## src/rtl/fp_mult_pipe.sv

```systemverilog
// rtl/fp_mult_pipe.sv - 3-stage pipelined IEEE-754-style multiplier, round-to-nearest-even
// Stages: decode/classify, mantissa product, normalise/round/pack; valid/ready with stall-all back-pressure.
module fp_mult_pipe #(
   parameter  int EXP_W = 8,
   parameter  int MAN_W = 23,
   localparam int W     = 1 + EXP_W + MAN_W
) (
   input  logic         clk,
   input  logic         rst,
   input  logic         in_valid,
   output logic         in_ready,
   input  logic [W-1:0] operand_a,
   input  logic [W-1:0] operand_b,
   output logic         out_valid,
   input  logic         out_ready,
   output logic [W-1:0] result,
   output logic         flag_overflow,
   output logic         flag_underflow,
   output logic         flag_invalid
);

   localparam int EW = EXP_W + 2;
   localparam int MW = MAN_W + 1;
   localparam int PW = 2 * MW;

   localparam logic [EXP_W-1:0]        EXP_ONES = {EXP_W{1'b1}};
   localparam logic signed [EW-1:0]    BIAS     = EW'((1 << (EXP_W - 1)) - 1);
   localparam logic signed [EW-1:0]    E_MAX    = EW'((1 << EXP_W) - 1);
   localparam logic signed [EW-1:0]    E_ZERO   = '0;
   localparam logic [W-1:0]            QNAN     = {1'b0, EXP_ONES, 1'b1, {(MAN_W-1){1'b0}}};

   logic advance;

   logic                 sa, sb;
   logic [EXP_W-1:0]     ea, eb;
   logic [MAN_W-1:0]     fa, fb;
   logic                 a_zero, b_zero, a_inf, b_inf, a_nan, b_nan;
   logic                 sign_d, inv_d, inf_d, zero_d;
   logic signed [EW-1:0] exp_d;

   logic                 s1_valid_q, s1_sign_q, s1_inv_q, s1_inf_q, s1_zero_q;
   logic signed [EW-1:0] s1_exp_q;
   logic [MW-1:0]        s1_ma_q, s1_mb_q;

   logic [PW-1:0]        prod_d;
   logic                 s2_valid_q, s2_sign_q, s2_inv_q, s2_inf_q, s2_zero_q;
   logic signed [EW-1:0] s2_exp_q;
   logic [PW-1:0]        s2_prod_q;

   logic [PW-2:0]        norm;
   logic [MAN_W-1:0]     frac;
   logic                 guard, sticky, round_up;
   logic [MAN_W:0]       frac_rnd;
   logic signed [EW-1:0] exp_fin;

   logic [W-1:0]         result_d;
   logic                 ovf_d, unf_d, invf_d;
   logic                 out_valid_q, ovf_q, unf_q, invf_q;
   logic [W-1:0]         result_q;

   assign advance  = !out_valid_q || out_ready;
   assign in_ready = advance;

   assign {sa, ea, fa} = operand_a;
   assign {sb, eb, fb} = operand_b;

   // Subnormal inputs collapse to zero: only the exponent field is inspected.
   assign a_zero = (ea == '0);
   assign b_zero = (eb == '0);
   assign a_inf  = (ea == EXP_ONES) && (fa == '0);
   assign b_inf  = (eb == EXP_ONES) && (fb == '0);
   assign a_nan  = (ea == EXP_ONES) && (fa != '0);
   assign b_nan  = (eb == EXP_ONES) && (fb != '0);

   assign sign_d = sa ^ sb;
   assign inv_d  = a_nan || b_nan || (a_inf && b_zero) || (b_inf && a_zero);
   assign inf_d  = a_inf || b_inf;
   assign zero_d = a_zero || b_zero;
   assign exp_d  = $signed({2'b00, ea}) + $signed({2'b00, eb}) - BIAS;

   assign prod_d = PW'(s1_ma_q) * PW'(s1_mb_q);

   // The product of two [1,2) mantissas lies in [1,4); drop the leading one after aligning.
   assign norm     = s2_prod_q[PW-1] ? s2_prod_q[PW-2:0] : {s2_prod_q[PW-3:0], 1'b0};
   assign frac     = norm[PW-2 -: MAN_W];
   assign guard    = norm[MAN_W];
   assign sticky   = |norm[MAN_W-1:0];
   assign round_up = guard && (sticky || frac[0]);
   assign frac_rnd = {1'b0, frac} + {{MAN_W{1'b0}}, round_up};
   assign exp_fin  = s2_exp_q + $signed({{(EW-1){1'b0}}, s2_prod_q[PW-1]})
                              + $signed({{(EW-1){1'b0}}, frac_rnd[MAN_W]});

   always_comb begin
      result_d = '0;
      ovf_d    = 1'b0;
      unf_d    = 1'b0;
      invf_d   = 1'b0;
      if (s2_valid_q) begin
         if (s2_inv_q) begin
            result_d = QNAN;
            invf_d   = 1'b1;
         end else if (s2_inf_q) begin
            result_d = {s2_sign_q, EXP_ONES, {MAN_W{1'b0}}};
         end else if (s2_zero_q) begin
            result_d = {s2_sign_q, {(W-1){1'b0}}};
         end else if (exp_fin >= E_MAX) begin
            result_d = {s2_sign_q, EXP_ONES, {MAN_W{1'b0}}};
            ovf_d    = 1'b1;
         end else if (exp_fin <= E_ZERO) begin
            result_d = {s2_sign_q, {(W-1){1'b0}}};
            unf_d    = 1'b1;
         end else begin
            result_d = {s2_sign_q, exp_fin[EXP_W-1:0], frac_rnd[MAN_W-1:0]};
         end
      end
   end

   always_ff @(posedge clk) begin
      if (rst) begin
         s1_valid_q  <= 1'b0;
         s2_valid_q  <= 1'b0;
         out_valid_q <= 1'b0;
         result_q    <= '0;
         ovf_q       <= 1'b0;
         unf_q       <= 1'b0;
         invf_q      <= 1'b0;
      end else if (advance) begin
         s1_valid_q  <= in_valid;
         s1_sign_q   <= sign_d;
         s1_inv_q    <= inv_d;
         s1_inf_q    <= inf_d;
         s1_zero_q   <= zero_d;
         s1_exp_q    <= exp_d;
         s1_ma_q     <= {1'b1, fa};
         s1_mb_q     <= {1'b1, fb};

         s2_valid_q  <= s1_valid_q;
         s2_sign_q   <= s1_sign_q;
         s2_inv_q    <= s1_inv_q;
         s2_inf_q    <= s1_inf_q;
         s2_zero_q   <= s1_zero_q;
         s2_exp_q    <= s1_exp_q;
         s2_prod_q   <= prod_d;

         out_valid_q <= s2_valid_q;
         result_q    <= result_d;
         ovf_q       <= ovf_d;
         unf_q       <= unf_d;
         invf_q      <= invf_d;
      end
   end

   assign out_valid      = out_valid_q;
   assign result         = result_q;
   assign flag_overflow  = ovf_q;
   assign flag_underflow = unf_q;
   assign flag_invalid   = invf_q;

endmodule

```

## config.mk

```make
export PLATFORM = sky130hd
export DESIGN_NAME = fp_mult_pipe
export DESIGN_NICKNAME = d
export VERILOG_FILES = /design/src/rtl/fp_mult_pipe.sv
export SDC_FILE = /design/constraint.sdc
export NUM_CORES = 2
export LEC_CHECK = 0
export ABC_AREA = 1
export BUFFER_PORTS_ARGS = -buffer_cell sky130_fd_sc_hd__buf_2
export CAP_MARGIN = 5
export CORE_ASPECT_RATIO = 2
export CORE_MARGIN = 3
export CORE_UTILIZATION = 55
export DETAILED_ROUTE_END_ITERATION = 16
export PLACE_DENSITY = 0.69
export SETUP_SLACK_MARGIN = 0.02
export SYNTH_ARGS = -nofsm -noshare
export SYNTH_HDL_FRONTEND = slang
export SYNTH_SLANG_ARGS = --single-unit
```

## constraint.sdc

```tcl
create_clock -name clk -period 21.3 [get_ports clk]
set_input_delay 3.195 -clock clk [delete_from_list [all_inputs] [get_ports clk]]
set_output_delay 3.195 -clock clk [all_outputs]
set_load 0.005 [all_outputs]
```

Yosys cells after proc, flatten, opt, wreduce, memory -nomap -nowiden
Cells that the tools add are included.
- bits of input ports: 68
- word-level logic and storage cells: 75
- output and inout bits: 37
- bits in registers: 160
- bitwise logic cells: 2
- multiplexer cells: 20
- multiply operators: 1
- eq/ne operators: 2
- $lt $le $gt $ge: 2
- reductions and logical operators: 23
- $add $sub $neg: 5
- operators by type and width (operator ; count):
    two-way mux 31 bit ; 4
    two-way mux 32 bit ; 2
    multiplier 24 x 24 -> 48 bit ; 1
    two-way mux 47 bit ; 1
    zero test 23 bit ; 2
    nonzero test 23 bit ; 2
    adder 23 x 1 -> 24 bit ; 1
    OR reduction 23 bit ; 1
    adder 10 x 2 -> 10 bit ; 2
    == test 8 bit, second input constant ; 2
    zero test 8 bit ; 2
    two-way mux 1 bit ; 13
    greater-or-equal comparator 10 x 9 -> 1 bit, second input constant ; 1
    <= comparator 10 x 1 -> 1 bit, second input constant ; 1
    subtractor 9 x 7 -> 10 bit, second input constant ; 1
    adder 8 x 8 -> 9 bit ; 1
    logical AND 1 bit ; 7
    logical OR 1 bit ; 7
    AND reduction 2 bit ; 1
    zero test 1 bit ; 1
    NOT 1 bit ; 1
    bitwise XOR 1 bit ; 1

Logic depth before layout (Yosys ltp)
- word-level depth: 13
- gate-level depth with buffers: 28
- mapped depth without buffers: 27

Least setup slack after synthesis
Ideal clock, no wire load.
- path type: input -> register
- start: in rst
- end: reg s1_exp_q[0] (enable)
- library setup time: 605 ps
- stages on the path: 3
- required time: 20695 ps
- buffers on the path: 2
- arrival: 8721 ps
- path slack: 11974 ps
- cell sequence: clkbuf_1 -> clkbuf_1 -> nor2_1
- cells in the longest elaborated chain, start to end: 2
- RTL lines (item ; RTL line ; RTL):
    start: declaration ; 9 ; input logic rst,
    NOT 1 bit (no line) ; -- ;
    AND reduction 2 bit (no line) ; -- ;
    end signal: assignment ; 133 ; s1_exp_q <= exp_d;
    end: declaration ; 42 ; logic signed [EW-1:0] s1_exp_q;
No other way between the ends.
A chain may end at the register's enable or synchronous reset.

Worst setup path after layout
- start: reg s1_ma_q[6]
- end: reg s2_prod_q[47] (data pin)
- cells in the longest elaborated chain, start to end: 1
- RTL lines (item ; RTL line ; RTL):
    start: declaration ; 43 ; logic [MW-1:0] s1_ma_q, s1_mb_q;
    start signal: assignment ; 134 ; s1_ma_q <= {1'b1, fa};
    multiplier 24 x 24 -> 48 bit ; 81 ; assign prod_d = PW'(s1_ma_q) * PW'(s1_mb_q);
    named net prod_d[47] ; 45 ; logic [PW-1:0] prod_d;
    end signal: assignment ; 143 ; s2_prod_q <= prod_d;
    end: declaration ; 48 ; logic [PW-1:0] s2_prod_q;
The timed path passes the listed nets, and every way through them passes these cells.

==> metrics.txt <==
full die area=52100 µm²; CTS Hold Buffers Added=0; flops & latches, synth=160; routed len/inst=21.3 µm; CP Class=flop to flop; Synth Flop Type=edfxtp_1; CTS buffer count=17; hold path depth=0; vias=22000; Syn Nets=4033; Reg clk slew, reported paths=0.08 ns; first-pass GRT wire length=131000 µm; crit path time final=7.74 ns; Post-Syn Area=27100 µm²; core footprint=48500 µm²; crit-path max FO=24; Crit. End Element=flop; area delta synth->final=6.88%; Cells after Synth=3291; Yosys Warn Count=0; Hold Crit Start=s1_exp_q[8]; endpoints failing setup=0; Post-Synth Simple-Gate Area=16.9%; critical path startpoint category=flop; Routed Antenna Nets=0; initial antenna violation count=0; initial DRC count=1392; Root Driver=clkbuf_16; Buf+Inv Stages, Crit Path=5; critical path required time=21.52 ns; GR Util All Layers=33.9%; most common cell after layout, fill and taps aside=inv_1; Antenna Cells=0; relative slew slack=12.9%; DIE HEIGHT=320 µm; Post-CTS Setup Repair Bufs=0; commonest cells after routing, fill and taps aside=inv_1 (980), nand2_1 (778), fa_1 (484); post-synthesis sequential area ratio=16.3%; fin crit share=36.3%; vias in the first global route=24700; Synth Area per Inst=8.23 µm²; Post-synth EDFFs=122; chip width=163 µm; Compound-Gate Fraction of Synth Area=4.74%; Max Slew Vio Count=0; DRT Pass-1 Iters=6; final net count=4100; Worst Setup SP=s1_ma_q[6]; CTS H-tree lvls=4; Total Wirelength=85300 µm; GRT overflow=0; Slew @ Worst Pin=1.31 ns; final setup TNS=0 ns; Bufs on Longest Clock Path=2; share of layout cells above drive strength 1=7.80%; XOR/XNOR Fraction of Synth Area=2.14%; adder-cell area share of the yosys netlist=44.5%; number of remaining DRC errors=0; max cap viols=0; CTS tree=yes; CTS sink cnt=160; largest net degree at the start of global routing=69; clk_skew=0.0269 ns; Worst path top cell family by delay=adder cells; Critical Path Stages=19; I/O pin count=105; final hold vios=0; post_cts resized=0; starting density of the core=55.9%; Worst path max stage delay=1.23 ns; CP Data Arrival Time=7.95 ns; synth unique cells=50; Synth async-reset ratio=0%; gpl congestion=1.06; worst skew pair latency=0.48 ns; Worst R2R Start=s1_ma_q[6]; # port buffers=104; fmax=129 MHz; CP most frequent cell=fa_1; FP Rows=114; post-synthesis mux area share=0%; R2R depth=19; crit-path cells=inv_1 -> fa_1 -> fa_1 -> fa_1 -> inv_1 -> fa_1 -> inv_1 -> fa_1 -> fa_1 -> fa_1 -> inv_1 -> ha_1 -> nand2_1 -> nor2_1 -> inv_1 -> nor4_1 -> nand4_1 -> o211ai_1 -> xor2_1; largest family of logic cells by synthesized area=adder cells; outcome=completed; RSZ-0062 raised after global routing=no; HPWL Detailed=67700 µm; path type of the worst min-delay path=flop to flop; DR vias/cell=5.49; Crit-path slowest cell=edfxtp_1
[worst paths after layout]
check	endpoint	slack (ns)
min reg2reg	s2_exp_q[8]	0.42
max reg2reg	s2_prod_q[47]	13.56
max	s2_prod_q[47]	13.56
min	s2_exp_q[8]	0.42
[routing by layer]
| metal | part of all wire, % | GRT usage [%] |
|---|---|---|
| met3 | 5.4 | 4.63 |
| met1 | 29 | 29.8 |
| met5 | 0 | 0 |
| met2 | 54 | 64.1 |
| met4 | 12 | 31.0 |
[stage by stage]
step           worst slack, ns  hold slack (ns)  instance area [µm²]  std cells  util, %
4_1_cts                  13.80            0.416                29000       4009     59.7
3_5_place_dp             13.84            0.405                28300       3977     58.4
3_3_place_gp             13.85            0.401                28300       3977     58.4
6_report                 13.56            0.419                29000       4009     59.7
2_1_floorplan            11.97            0.400                27100       3291        -
5_1_grt                  13.61            0.427                29000       4009     59.7
[cells in the mapped netlist (6+ instances only)]
library cell / count / area share (%)
nand4_1: 15 / 0.35
a31oi_1: 13 / 0.30
dfxtp_1: 38 / 2.8
a21o_1: 9 / 0.25
o21a_1: 13 / 0.36
o21bai_1: 11 / 0.30
nand2_2: 9 / 0.21
clkbuf_1: 101 / 1.4
a21oi_2: 7 / 0.23
nor2_4: 11 / 0.46
nor2_2: 7 / 0.16
o21ai_2: 7 / 0.23
xor2_1: 47 / 1.5
ha_1: 190 / 8.8
edfxtp_1: 122 / 14
nor3_1: 10 / 0.18
inv_2: 6 / 0.083
nand3_1: 60 / 1.1
a21oi_1: 76 / 1.4
xnor2_1: 16 / 0.52
nor2_1: 149 / 2.1
o21ai_0: 46 / 0.85
nand3_2: 9 / 0.33
o21ai_1: 14 / 0.26
fa_1: 484 / 36
nand2_1: 778 / 11
nor4_1: 22 / 0.51
inv_1: 980 / 14
[layout make-up]
cell class,instances,area [µm²]
fillers,4348,19500
multi-input cells,2037,18500
flip-flops and latches,160,4420
inverters,986,3700
repair buffers,156,911
well taps,638,798
clock buffers,18,450
clock inverters,14,161
[sequential cells by signal, indices dropped and copies added (netlist names), 10 cells and up]
name / flops
s1_ma_q: 23
s1_mb_q: 23
s2_exp_q: 10
s2_prod_q: 48
s1_exp_q: 10
result: 32
[worst register-to-register path, delay by kind of cell (launching register included)]
kind | cells | cell delay, ns
adder cells (fa/ha/maj) | 8 | 3.53
buffers and inverters | 5 | 0.55
XOR/XNOR | 1 | 0.09
AND/OR/NAND/NOR | 4 | 1.83
AO/OA/AOI/OAI | 1 | 0.26
flip-flops | 1 | 1.23
[cells by family after synthesis]
group	Yosys count
buf+inv	1094
fa+ha+maj	674
flops	160
simple gates	1088
compound gates	211
xor+xnor	64
Power is left out: the tool's default activity adds up to more than one toggle a clock period on the data nets, which glitch-free logic cannot reach.
